==> config.mk <==
export PLATFORM = sky130hd
export DESIGN_NAME = ahb_master
export DESIGN_NICKNAME = d
export VERILOG_FILES = /design/src/rtl/ahb_master.sv
export SDC_FILE = /design/constraint.sdc
export NUM_CORES = 1
export LEC_CHECK = 0
export CAP_MARGIN = 20
export CORE_MARGIN = 3
export CORE_UTILIZATION = 44
export DETAILED_ROUTE_END_ITERATION = 6
export GPL_TIMING_DRIVEN = 0
export HOLD_SLACK_MARGIN = 0.12
export PLACE_DENSITY_LB_ADDON = 0.2
export SYNTH_ARGS = -nofsm -noshare
export SYNTH_HDL_FRONTEND = slang
export SYNTH_SLANG_ARGS = --single-unit
export TNS_END_PERCENT = 30
==> constraint.sdc <==
create_clock -name HCLK -period 2.4 [get_ports HCLK]
set_input_delay 0.6 -clock HCLK [delete_from_list [all_inputs] [get_ports HCLK]]
set_output_delay 0.6 -clock HCLK [all_outputs]
set_load 0.005 [all_outputs]
==> src/rtl/ahb_master.sv <==
// rtl/ahb_master.sv - AHB-Lite initiator turning single/INCR4 commands into pipelined bus transfers
//
// Ports:
//   HCLK, HRESETn          bus clock, asynchronous active-low reset
//   cmd_valid/cmd_ready    command handshake (ready only while idle)
//   cmd_write, cmd_burst   direction (1 = write) and length (0 = SINGLE, 1 = INCR4)
//   cmd_addr               start address, word aligned internally
//   wr_data, wr_pop        write word source; wr_pop marks the word taken this cycle
//   rd_data, rd_valid      captured read word with a one-cycle strobe per beat
//   done, err              one-cycle completion strobe, err set when the slave answered ERROR
//   HADDR..HWDATA          registered AHB-Lite master outputs
//   HREADYin, HRDATA, HRESP  AHB-Lite slave response
`timescale 1ns/1ps

module ahb_master (
  input  logic        HCLK,
  input  logic        HRESETn,
  input  logic        cmd_valid,
  output logic        cmd_ready,
  input  logic        cmd_write,
  input  logic        cmd_burst,
  input  logic [31:0] cmd_addr,
  input  logic [31:0] wr_data,
  output logic        wr_pop,
  output logic [31:0] rd_data,
  output logic        rd_valid,
  output logic        done,
  output logic        err,
  output logic [31:0] HADDR,
  output logic [1:0]  HTRANS,
  output logic        HWRITE,
  output logic [2:0]  HSIZE,
  output logic [2:0]  HBURST,
  output logic [31:0] HWDATA,
  input  logic        HREADYin,
  input  logic [31:0] HRDATA,
  input  logic [1:0]  HRESP
);

  localparam logic [1:0] S_IDLE = 2'd0;
  localparam logic [1:0] S_ADDR = 2'd1;
  localparam logic [1:0] S_LAST = 2'd2;
  localparam logic [1:0] S_ERR  = 2'd3;

  localparam logic [1:0] TR_IDLE   = 2'b00;
  localparam logic [1:0] TR_NONSEQ = 2'b10;
  localparam logic [1:0] TR_SEQ    = 2'b11;

  logic [1:0]  state;
  logic [1:0]  beat;
  logic        burst;
  logic        dp_active;
  logic        last_beat;
  logic        resp_err;
  logic        rd_capture;
  logic [31:0] next_addr;

  // A data phase is in flight whenever a previous address phase has completed:
  // every ADDR beat after the first, and the whole of LAST.
  assign dp_active  = ((state == S_ADDR) && (beat != 2'd0)) || (state == S_LAST);
  assign last_beat  = !burst || (beat == 2'd3);
  assign resp_err   = (HRESP == 2'b01);
  assign rd_capture = dp_active && !HWRITE && HREADYin && !resp_err;
  assign next_addr  = HADDR + 32'd4;

  assign cmd_ready = (state == S_IDLE);
  assign HSIZE     = 3'b010;

  // The word is consumed at the same edge that loads it into HWDATA, so the
  // source can advance wr_data on that edge and the next beat sees a fresh word.
  assign wr_pop = (state == S_ADDR) && HWRITE && HREADYin;

  always_ff @(posedge HCLK or negedge HRESETn) begin
    if (!HRESETn) begin
      state    <= S_IDLE;
      beat     <= 2'd0;
      burst    <= 1'b0;
      HADDR    <= 32'd0;
      HTRANS   <= TR_IDLE;
      HWRITE   <= 1'b0;
      HBURST   <= 3'b000;
      HWDATA   <= 32'd0;
      rd_data  <= 32'd0;
      rd_valid <= 1'b0;
      done     <= 1'b0;
      err      <= 1'b0;
    end else begin
      rd_valid <= 1'b0;
      done     <= 1'b0;
      err      <= 1'b0;

      if (rd_capture) begin
        rd_data  <= HRDATA;
        rd_valid <= 1'b1;
      end

      case (state)
        S_IDLE: begin
          if (cmd_valid) begin
            state  <= S_ADDR;
            beat   <= 2'd0;
            burst  <= cmd_burst;
            HADDR  <= {cmd_addr[31:2], 2'b00};
            HTRANS <= TR_NONSEQ;
            HWRITE <= cmd_write;
            HBURST <= cmd_burst ? 3'b011 : 3'b000;
          end
        end

        S_ADDR: begin
          if (HREADYin) begin
            if (HWRITE) begin
              HWDATA <= wr_data;
            end
            if (last_beat) begin
              state  <= S_LAST;
              HTRANS <= TR_IDLE;
            end else begin
              beat  <= beat + 2'd1;
              HADDR <= next_addr;
              // A beat starting a new 1 KB page restarts the burst as NONSEQ.
              HTRANS <= (next_addr[9:0] == 10'd0) ? TR_NONSEQ : TR_SEQ;
            end
          end else if (dp_active && resp_err) begin
            // First error cycle: cancel the pending address phase.
            state  <= S_ERR;
            HTRANS <= TR_IDLE;
          end
        end

        S_LAST: begin
          if (HREADYin) begin
            state <= S_IDLE;
            done  <= 1'b1;
          end else if (resp_err) begin
            state <= S_ERR;
          end
        end

        default: begin
          if (HREADYin) begin
            state <= S_IDLE;
            done  <= 1'b1;
            err   <= 1'b1;
          end
        end
      endcase
    end
  end

endmodule
# Yosys cells after proc, flatten, opt, wreduce, memory -nomap -nowiden
# Index checks and enable logic that the tools add are counted.
[classes]
add_sub_neg = 2
n_eq_ne = 10
muxes = 27
n_reduce_logical = 24
[op_table]
columns = ["op", "n"]
rows = [
  ["two-way mux 32 bit", 3],
  ["case mux 32 bit (2 select lines)", 1],
  ["adder 32 x 3 -> 32 bit (second input constant)", 1],
  ["two-way mux 2 bit", 15],
  ["logical NOT 10 bit", 1],
  ["case mux 2 bit (2 select lines)", 2],
  ["logical AND 1 bit", 7],
  ["!= test 2 bit (second input constant)", 3],
  ["!= test 3 bit (second input constant)", 2],
  ["case mux 2 bit (3 select lines)", 1],
  ["AND reduction 3 bit", 2],
  ["two-way mux 1 bit", 5],
  ["AND reduction 5 bit", 1],
  ["== test 2 x 1 -> 1 bit (second input constant)", 2],
  ["== test 2 bit (second input constant)", 2],
  ["AND reduction 4 bit", 1],
  ["nonzero test 2 bit", 2],
  ["nonzero test 4 bit", 1],
  ["logical NOT 1 bit", 3],
  ["!= test 3 x 2 -> 1 bit (second input constant)", 1],
  ["OR reduction 3 bit", 1],
  ["adder 2 x 1 -> 2 bit (second input constant)", 1],
  ["logical NOT 2 bit", 1],
  ["logical OR 1 bit", 2],
  ["2 further kinds", 2],
]
[word_totals]
reg_bits = 110
out_inout_bits = 110
elab_cells = 75

# Logic depth before layout (Yosys ltp)
# Gate-level depths: netlist of run 1.
[logic_depth]
ltp_word = 7
ltp_mapped = 9
mapped_depth_nobuf = 6

# Worst setup path after synthesis of run 1
# OpenSTA, ideal clock, no wires.
[synth_timing]
kind = "flip-flop to flip-flop"
from = "register state[0]"
to = "register HADDR[20]"
setup_ns = 0.116
arrival_time_ns = 1.996
required_ns = 2.284
path_slack_ns = 0.289
path_stages_with_launch = 9
path_cell_list = "dfrtp_1 > inv_1 > ha_1 > clkbuf_1 > nand2b_1 > a21oi_1 > clkbuf_1 > nand4_1 > o311ai_0"
[synth_between]
elab_chain_cells = 3
elab_cells_between_ends = 8
cone_classes = "eq/ne: 4; mux: 1; reduce/logical: 3"
[synth_lines]
columns = ["item", "line_no", "text"]
rows = [
  ["start: declaration", "49", "logic [1:0] state;"],
  ["start signal: assignment", "75", "state <= S_IDLE;"],
  ["start signal: assignment", "100", "state <= S_ADDR;"],
  ["start signal: assignment", "116", "state <= S_LAST;"],
  ["logical NOT 2 bit *", "--", ""],
  ["via cmd_ready", "19", "output logic cmd_ready,"],
  ["!= test 2 bit (no line) or nonzero test 2 bit (tied branches)", "--", ""],
  ["AND reduction 4 bit (no line)", "--", ""],
  ["end signal: assignment", "103", "HADDR <= {cmd_addr[31:2], 2'b00};"],
  ["end signal: assignment", "120", "HADDR <= next_addr;"],
  ["end: declaration", "29", "output logic [31:0] HADDR,"],
]
# The timed path passes the listed nets; every way through them passes the cells marked *.
# A chain may end at the register's enable or synchronous reset.

# Worst setup path in the final report of run 1
[layout_timing]
from = "register state[1]"
to = "register HADDR[13]"
[layout_between]
elab_chain_cells = 3
elab_cells_between_ends = 8
cone_classes = "eq/ne: 4; mux: 1; reduce/logical: 3"
[layout_lines]
columns = ["item", "line_no", "text"]
rows = [
  ["== test 2 x 1 -> 1 bit or logical NOT 2 bit (tied branches)", "97", "case (state)"],
  ["!= test 2 bit (no line) or nonzero test 2 bit (tied branches)", "--", ""],
  ["AND reduction 4 bit (no line)", "--", ""],
]
# Several ways; a longest one is shown, not always the timed one.

==> impl_metrics.json, run 1 <==
{
  "status": "finished, final reports clean",
  "critPathRequiredTime_ns": 2.61,
  "cts_tree": "yes",
  "power_leakage_nw": 3.30,
  "ys_warn_count": 0,
  "route.antenna.remaining_nets": 0,
  "cap_violations": 0,
  "antenna_found_initial": 0,
  "worstPathArrival_ns": 2.50,
  "cpPeakStageDelay_ns": 0.46,
  "htree_num_levels": 3,
  "clk_path_buf_depth": 2,
  "nets": 824,
  "first_pass_iters": 5,
  "wire_per_inst_um": 19.6,
  "clockPowerShare": 0.139,
  "start_util": 0.459,
  "timing.fmax_ghz": 0.438,
  "critical_path.top_delay_family": "buffers and inverters",
  "synth-seq-cells": 105,
  "p_per_area_nw_per_um2": 1280,
  "async_flop_share": 1.00,
  "path_class": "reg2reg",
  "swShare": 0.367,
  "placementRows": 39,
  "syn-cell-area_sq_um": 5350,
  "fin_crit_ns": 2.28,
  "gp_congestion": 0.910,
  "clkLatencyLatePin_ns": 0.35,
  "hp-class": "in2async",
  "cp_slowest_cell": "clkbuf_1",
  "dp_hpwl_um": 12600,
  "drt_iter0_drc": 374,
  "drt_wl_total_um": 16900,
  "post-route-drc-count": 0,
  "grt_max_degree": 59,
  "io_pins": 214,
  "end_kind": "flip-flop",
  "grt_pass1_wl_um": 25800,
  "vias": 4900,
  "maxSlewHeadroom": 0.430,
  "synth-edff-count": 0,
  "crit_chain": "inv_2 > ha_4 > clkbuf_16 > clkbuf_1 > clkbuf_1 > o41ai_1 > a21oi_1 > a21oi_1",
  "area.growth.synth_to_final_pct": 49.5,
  "finalWorstSetupSlack_ns": 0.116,
  "via_per_inst": 5.69,
  "root_buffer": "clkbuf_16",
  "peakVddDrop_uv": 753,
  "dp_worst_setup_slack_ns": -0.965,
  "grt_overflow": 0,
  "hold_violations": 0,
  "cts.sinks": 105,
  "skew_ns": 0.00494,
  "final_core_util": 0.686,
  "synth.area.top_cells": "dfrtp_1, mux2_2, a21oi_1",
  "p_int_mw": 6.48,
  "gr-usage-all-layers": 0.247,
  "reg2reg_setup_slack_ns": 0.12,
  "core_sq_um": 11700,
  "numCtsBuffers": 9,
  "tightestPinTransition_ns": 0.848,
  "ys_types": 65,
  "antennaDiodeCount": 0,
  "syn_inst": 489,
  "cp.buffers_inverters": 4,
  "synth.most_common_cell": "dfrtp_1",
  "setup_viol_count_final": 0,
  "drive_gt1_frac": 0.180,
  "period_share": 0.952,
  "crit_path_start_kind": "flip-flop",
  "die_y_um": 116,
  "crit_fanout": 10,
  "port-buffer-count": 205,
  "grt_pass1_vias": 4990,
  "slew_violations": 0,
  "ys_dominant_reg_cell": "dfrtp_1",
  "chipWidth_um": 116,
  "die_area_sq_um": 13500,
  "synth.avg_cell_area_sq_um": 10.9,
  "clkSlewWorstSetupHoldPaths_ns": 0.07,
  "synth_commonest_cells": "dfrtp_1, mux2_2, a21oi_1",
  "yosys.area.top_type_share": 0.491,
  "yosysSeqAreaShare": 0.491,
  "final.setup.tns_ns": 0,
  "synth_area_leader_cell": "dfrtp_1",
  "p_seq_frac": 0.332,
  "switching_power_mw": 3.77,
  "combPwrFrac": 0.529
}
## cell type report
type	instances	area, sq um
Buffer	41	274
Clock buffer	11	243
Tap cell	143	179
Timing Repair Buffer	210	2100
Multi-Input combinational cell	331	2480
Sequential cell	105	2630
Inverter	15	56.3
Clock inverter	5	38.8
Fill cell	928	3660
## kinds of logic (layout without fill, tap and decap cells)
kind of cell | after synthesis | in the layout | share of synthesized area
and+or+nand+nor | 142 | 142 | 0.152
muxes | 70 | 70 | 0.147
AOI/OAI and AO/OA | 106 | 106 | 0.137
buffers and inverters | 57 | 282 | 0.0556
DFF | 105 | 105 | 0.491
other | 2 | 6 | 0.00140
adders and majority gates | 7 | 7 | 0.0164
## power by group through the flow
stage	Sequential [mW]	Combinational (mW)	Clock (mW)
finish	3.40	5.42	1.43
detailed placement	3.40	5.27	0
global placement	3.33	5.15	0
global route	3.51	5.88	1.53
floorplan	3.33	2.55	0
CTS	3.38	5.40	1.46
## state kept, by name (all words and copies together), names as in the netlist
| signal | flops |
|---|---|
| rd_valid | 1 |
| rd_data | 32 |
| HTRANS | 2 |
| HADDR | 30 |
| beat | 2 |
| HWDATA | 32 |
| HBURST | 1 |
| done | 1 |
| err | 1 |
| HWRITE | 1 |
| state | 2 |
## what timing repair did
item / in CTS / in global routing
endpoints found under the hold margin: 0 / 0
setup endpoints to repair: 60 / 45
hold buffers: 0 / 0
buffers inserted: 2 / 2
pin swaps: 1 / 2
gates resized for setup: 18 / 13
## through the flow
| step | cells | hold slack (ns) | instance area, sq um | total power, mW |
|---|---|---|---|---|
| 2_1_floorplan | 493 | 0.304 | 5370 | 5.88 |
| 3_3_place_gp | 841 | 0.462 | 7600 | 8.48 |
| 3_5_place_dp | 842 | 0.468 | 7620 | 8.67 |
| 4_1_cts | 859 | 0.293 | 7980 | 10.2 |
| 5_1_grt | 861 | 0.320 | 8000 | 10.9 |
| 6_report | 861 | 0.274 | 8000 | 10.2 |
## final timing paths
check	from	end	cells past startpoint
setup reg to reg	state[1]	HADDR[13]	8
min in group HCLK	HTRANS[1]	HTRANS[1]	1
setup / recovery	state[1]	HADDR[13]	8
hold reg to reg	HTRANS[1]	HTRANS[1]	1
hold / removal	HRESETn	HADDR[26]	1
max in group asynchronous	HRESETn	rd_data[23]	2
## worst reg2reg max path: stages, from the launching register on
cell and delay, ns:
dfrtp_1 0.42, inv_2 0.11, ha_4 0.17, clkbuf_16 0.15
clkbuf_1 0.43, clkbuf_1 0.46, o41ai_1 0.17, a21oi_1 0.18
a21oi_1 0.06
## layer usage
metal  routed length (um)  track usage  part of all wire  up-vias
li1                     -            -                 -     2260
met1                 6320        0.290              0.37     2364
met2                 8290        0.407              0.49      252
met3                 2000        0.108              0.12       24
met4                  269       0.0843             0.016        0
met5                    0            0                 0        -
## layout by cell type, fill, tap and decap left out, types with 3 or more instances in the layout
master	instances
a21oi_1	29
a221oi_1	3
a2bb2oi_1	6
and2_1	3
and3_1	3
and4_1	5
and4_2	3
buf_4	14
clkbuf_1	14
clkbuf_16	10
clkbuf_2	6
clkbuf_4	4
clkbuf_8	3
clkdlybuf4s50_1	202
conb_1	6
dfrtp_1	105
dlygate4sd2_1	3
ha_1	6
inv_1	13
mux2_2	67
mux2i_1	3
nand2_1	27
nand2b_1	6
nand3_1	18
nand4_1	20
nand4b_1	3
nor2_1	18
nor2b_1	5
nor3_1	8
nor4_1	5
o211a_1	3
o211ai_1	7
o21ai_0	15
o22a_1	3
o22ai_1	8
o311a_1	4
o41ai_1	4
or4_1	3
Power figures use the tool's default switching activity.
==> inputs of run 2 (changes only) <==
- PLACE_DENSITY: default -> 0.8
- PLACE_DENSITY_LB_ADDON: 0.2 -> default
==> impl_metrics.json, run 2 (synthesis gave the netlist of run 1 again) <==
{
  "status": "finished, final reports clean",
  "gp_congestion": 0.981,
  "start_util": 0.459,
  "port-buffer-count": 205,
  "crit_path_start_kind": "flip-flop",
  "final_common_cell": "clkdlybuf4s50_1",
  "grt_pass1_wl_um": 26700,
  "critPathRequiredTime_ns": 1.80,
  "grt_pass1_vias": 5214,
  "maxSlewHeadroom": 0.474,
  "crit_chain": "inv_2 > ha_4 > clkbuf_16 > nand3_4 > clkbuf_16 > inv_1 > dlygate4sd2_1",
  "slew_violations": 0,
  "drt_wl_total_um": 17000,
  "root_buffer": "clkbuf_16",
  "cp_slowest_cell": "dfrtp_1",
  "drt_iter0_drc": 596,
  "antennaDiodeCount": 0,
  "cts.sinks": 105,
  "cts_tree": "yes",
  "final.setup.tns_ns": 0,
  "drive_gt1_frac": 0.185,
  "hold_violations": 0,
  "gr-usage-all-layers": 0.253,
  "cpPeakStageDelay_ns": 0.41,
  "power_leakage_nw": 3.33,
  "fin_crit_ns": 2.31,
  "r2r_start": "state[1]",
  "startpoint": "state[1]",
  "antenna_found_initial": 0,
  "grt_max_degree": 58,
  "timing.fmax_ghz": 0.433,
  "dp_hpwl_um": 12600,
  "hp-class": "in2async",
  "fin_area_sq_um": 8050,
  "clkLatencyLatePin_ns": 0.34,
  "io_pins": 214,
  "peakVddDrop_uv": 684,
  "route.antenna.remaining_nets": 0,
  "die_area_sq_um": 13500,
  "skew_ns": 0.00634,
  "reg2reg_setup_slack_ns": 0.11,
  "clkSlewWorstSetupHoldPaths_ns": 0.07,
  "nets": 829,
  "final_core_util": 0.690,
  "die_y_um": 116,
  "numCtsBuffers": 9,
  "end_kind": "output port",
  "p_per_area_nw_per_um2": 1280,
  "wire_per_inst_um": 19.6,
  "period_share": 0.963,
  "area.growth.synth_to_final_pct": 50.5,
  "worstPathArrival_ns": 1.71,
  "reg2regPathDepth": 8,
  "grt_overflow": 0,
  "post-route-drc-count": 0,
  "tightestPinTransition_ns": 0.783,
  "vias": 5058,
  "path_class": "reg2out",
  "power_mw": 10.3,
  "hold_ws_ns": 0.275,
  "placementRows": 39,
  "dpl_cell_area_sq_um": 7620,
  "path_common_cell": "clkbuf_16",
  "chipWidth_um": 116,
  "via_per_inst": 5.84,
  "crit_fanout": 10,
  "cap_violations": 0,
  "setup_viol_count_final": 0,
  "top_regs": "HWDATA: 32 flops, rd_data: 32 flops, HADDR: 30 flops",
  "clk_path_buf_depth": 2,
  "first_pass_iters": 6,
  "layout_common_cells": "clkdlybuf4s50_1, dfrtp_1, mux2_2",
  "core_sq_um": 11700,
  "htree_num_levels": 3
}
==> run 2: changes by cell type in the layout (fill, tap and decap cells not counted), sizes merged <==
cell      previous run  this run
clkbuf              37        39
inv                 15        14
buf                 20        24
clkinv               4         3
clkinvlp             1         2
==> run 2: report_power, final <==
part	internal, mW	leakage (nW)	switching (mW)	total (mW)
combinational	3.15	1.95	2.34	5.49
sequential	2.65	1.25	0.758	3.41
clock	0.733	0.129	0.645	1.38
total	6.53	3.33	3.75	10.3
==> run 2: cell type report <==
class                           count  area, sq um
Buffer                             42          300
Clock buffer                       12          246
Clock inverter                      4         28.8
Fill cell                         892         3610
Inverter                           15         56.3
Multi-Input combinational cell    331         2480
Sequential cell                   105         2630
Tap cell                          143          179
Timing Repair Buffer              214         2130
==> run 2: routing by layer <==
layer / track usage / routed length [um] / share of wire
met4: 0.0874 / 469 / 0.028
met3: 0.117 / 2270 / 0.13
met1: 0.284 / 5940 / 0.35
met2: 0.426 / 8290 / 0.49
met5: 0 / 0 / 0
==> run 2: stage by stage <==
| step | cells | setup slack, ns |
|---|---|---|
| 5_1_grt | 866 | -0.0172 |
| 3_5_place_dp | 842 | -0.930 |
| 4_1_cts | 864 | 0.00113 |
| 2_1_floorplan | 493 | 0.289 |
| 6_report | 866 | 0.0895 |
| 3_3_place_gp | 841 | -3.24 |
==> run 2: path summary, 6_finish.rpt <==
| path | to |
|---|---|
| worst max-delay path | wr_pop |
| worst min-delay path | HADDR[24] |
| worst max register to register | HADDR[7] |
| worst min register to register | HWDATA[18] |
| max in group asynchronous | state[0] |
| min in group HCLK | HWDATA[18] |
==> run 2: repair_timing <==
action | in CTS | in global routing
resized for setup | 23 | 12
setup buffers | 6 | 2
pin swaps | 1 | 1
setup endpoints to repair | 58 | 61
hold buffers | 0 | 0
==> run 2: worst max-delay path: cells and delay by family (launching register included) <==
kind	cells	cell delay [ns]
buffers and inverters	5	0.71
AND/OR/NAND/NOR	1	0.09
adder cells (fa/ha/maj)	1	0.15
flip-flops	1	0.41
==> variant, RTL diff (config.mk and constraints of run 2) <==
Put one more register stage on the output `err`, cleared by the reset. The value now appears one clock later. The other outputs are not delayed to match. Comments in the files are not updated.
--- a/src/rtl/ahb_master.sv
+++ b/src/rtl/ahb_master.sv
@@ -46,6 +46,8 @@
   localparam logic [1:0] TR_NONSEQ = 2'b10;
   localparam logic [1:0] TR_SEQ    = 2'b11;
 
+  logic err_s0;
+
   logic [1:0]  state;
   logic [1:0]  beat;
   logic        burst;
@@ -83,11 +85,11 @@
       rd_data  <= 32'd0;
       rd_valid <= 1'b0;
       done     <= 1'b0;
-      err      <= 1'b0;
+      err_s0   <= 1'b0;
     end else begin
       rd_valid <= 1'b0;
       done     <= 1'b0;
-      err      <= 1'b0;
+      err_s0   <= 1'b0;
 
       if (rd_capture) begin
         rd_data  <= HRDATA;
@@ -141,11 +143,19 @@
           if (HREADYin) begin
             state <= S_IDLE;
             done  <= 1'b1;
-            err   <= 1'b1;
+            err_s0 <= 1'b1;
           end
         end
       endcase
     end
   end
 
+  always_ff @(posedge HCLK or negedge HRESETn) begin
+    if (!HRESETn) begin
+      err <= '0;
+    end else begin
+      err <= err_s0;
+    end
+  end
+
 endmodule
Check against the original RTL: not equivalent (a bounded check fails within 10 cycles, from zero or initial values and one cycle with HRESETn low).
==> variant against run 2 <==
  * Wire length grew 0.99%
  * Area after synthesis grew 0.47%
  * Register-to-register slack better by 0.03 ns
  * Combinational power about the same
  * Design area rose by 0.30%
  * Total power grew 0.95%
  * Setup slack better by 0.055 ns
  * Core utilization rose by 0.20 points
  * Critical path depth grew 1
  * Fmax grew 2.4%
  * Sequential cell count is 1 higher
  * Critical endpoint is now rd_data[25]
==> variant: results (changes against run 2) <==
| Metric | Value |
|---|---|
| Clk tree area frac | `3.56% (+0.14 points)` |
| Setup WS pre-CTS | `-0.887 ns (+0.0426 ns)` |
| FF-to-FF End | `rd_data[25]` |
| Met3 Wirelength | `2130 um (-6.4%)` |
| Wl on met1 | `6240 um (+5.2%)` |
| Area contributors post-synth | `dfrtp_1, mux2_2, a21oi_1, nand4_1, nand2_1` |
| Met2 wire length | `8290 um (about the same)` |
| Met2 usage | `40.7% (-1.9 points)` |
| Pint | `6.55 mW (+0.31%)` |
| Area of the multi-input gates | `0.00248 mm^2 (+0.10%)` |
| Seq/total area | `32.9% (+0.21 points)` |
| Number of non-clock buffers | `254 (-0.78%)` |
| Finished Layout Cells | `865 (-0.12%)` |
| Met1 global-route usage | `30.4% (+2.0 points)` |
| Final-layout clock buffer total | `10 (-2)` |
| Met3 GRT Util | `10.4% (-1.3 points)` |
| Top routing layer used | `met5` |
| Outcome | `completed` |
| Nets@finish | `828 (-0.12%)` |
| Hpwl dp | `12800 um (+1.2%)` |
| Sequential fraction of the synthesis area | `49.3% (+0.24 points)` |
| Layout cell share with drive strength beyond 1 | `18.8% (+0.30 points)` |
| Placed Area | `0.00765 mm^2 (+0.33%)` |
| Final WL | `17100 um (+0.99%)` |
| Clock sinks | `106 (+0.95%)` |
| DR iter-0 viols | `395 (-34%)` |
| Initial antenna violation count | `1 (+1)` |
| R2R setup slack | `0.14 ns (+0.03 ns)` |
| Post-Syn Instances | `490 (+0.20%)` |
| Worst VDD drop | `706 uV (+3.3%)` |
| GPL Wtd Cong | `0.914 (-6.8%)` |
| Leak | `3.34 nW (+0.48%)` |
| Filler cells | `863 (-3.3%)` |
| Placed insts | `843 (+0.12%)` |
| Hold_ws | `0.299 ns (+0.0237 ns)` |
| Largest net degree at the start of global routing | `56 (-3.4%)` |
| TritonRoute pass-1 iters | `5 (-1)` |
| Slew of the pin with the lowest slew margin | `0.894 ns (+0.111 ns)` |
| Synth cell count leaders | `dfrtp_1, mux2_2, a21oi_1` |
| Slowest cell delay on critical path | `0.39 ns (-0.02 ns)` |
| Post-layout utilization of the core | `69.2% (+0.20 points)` |
| GRT Overall Usage | `25.3% (-0.050 points)` |
| Via-to-Cell Ratio | `5.79 (-0.83%)` |
==> variant: changes by cell type in the layout (fill, tap and decap cells not counted), sizes merged <==
| cell | delta |
|---|---|
| clkbuf | -3 |
| inv | +3 |
| buf | -1 |
| clkinv | -1 |
| dfrtp | +1 |
==> variant: kinds of logic (layout without fill, tap and decap cells) <==
kind of cell	Yosys count	in the layout	synth area share [%]
compound gates	106	106	13.6
other cells	2	6	0.140
flops	106	106	49.3
simple gates	142	142	15.2
mux	70	70	14.6
buf+inv	57	285	5.54
fa+ha+maj	7	7	1.63
==> variant: worst max path at each step <==
stage / start / slack (ns) / endpoint / depth (start not counted)
2_1_floorplan: state[0] / 0.29 / HADDR[20] / 8
3_3_place_gp: HRESETn / -3.24 / HADDR[26] / 1
3_5_place_dp: HREADYin / -0.89 / wr_pop / 6
4_1_cts: HADDR[2] / 0.08 / HADDR[18] / 6
5_1_grt: state[0] / 0.001 / HADDR[19] / 9
6_report: state[1] / 0.14 / rd_data[25] / 8
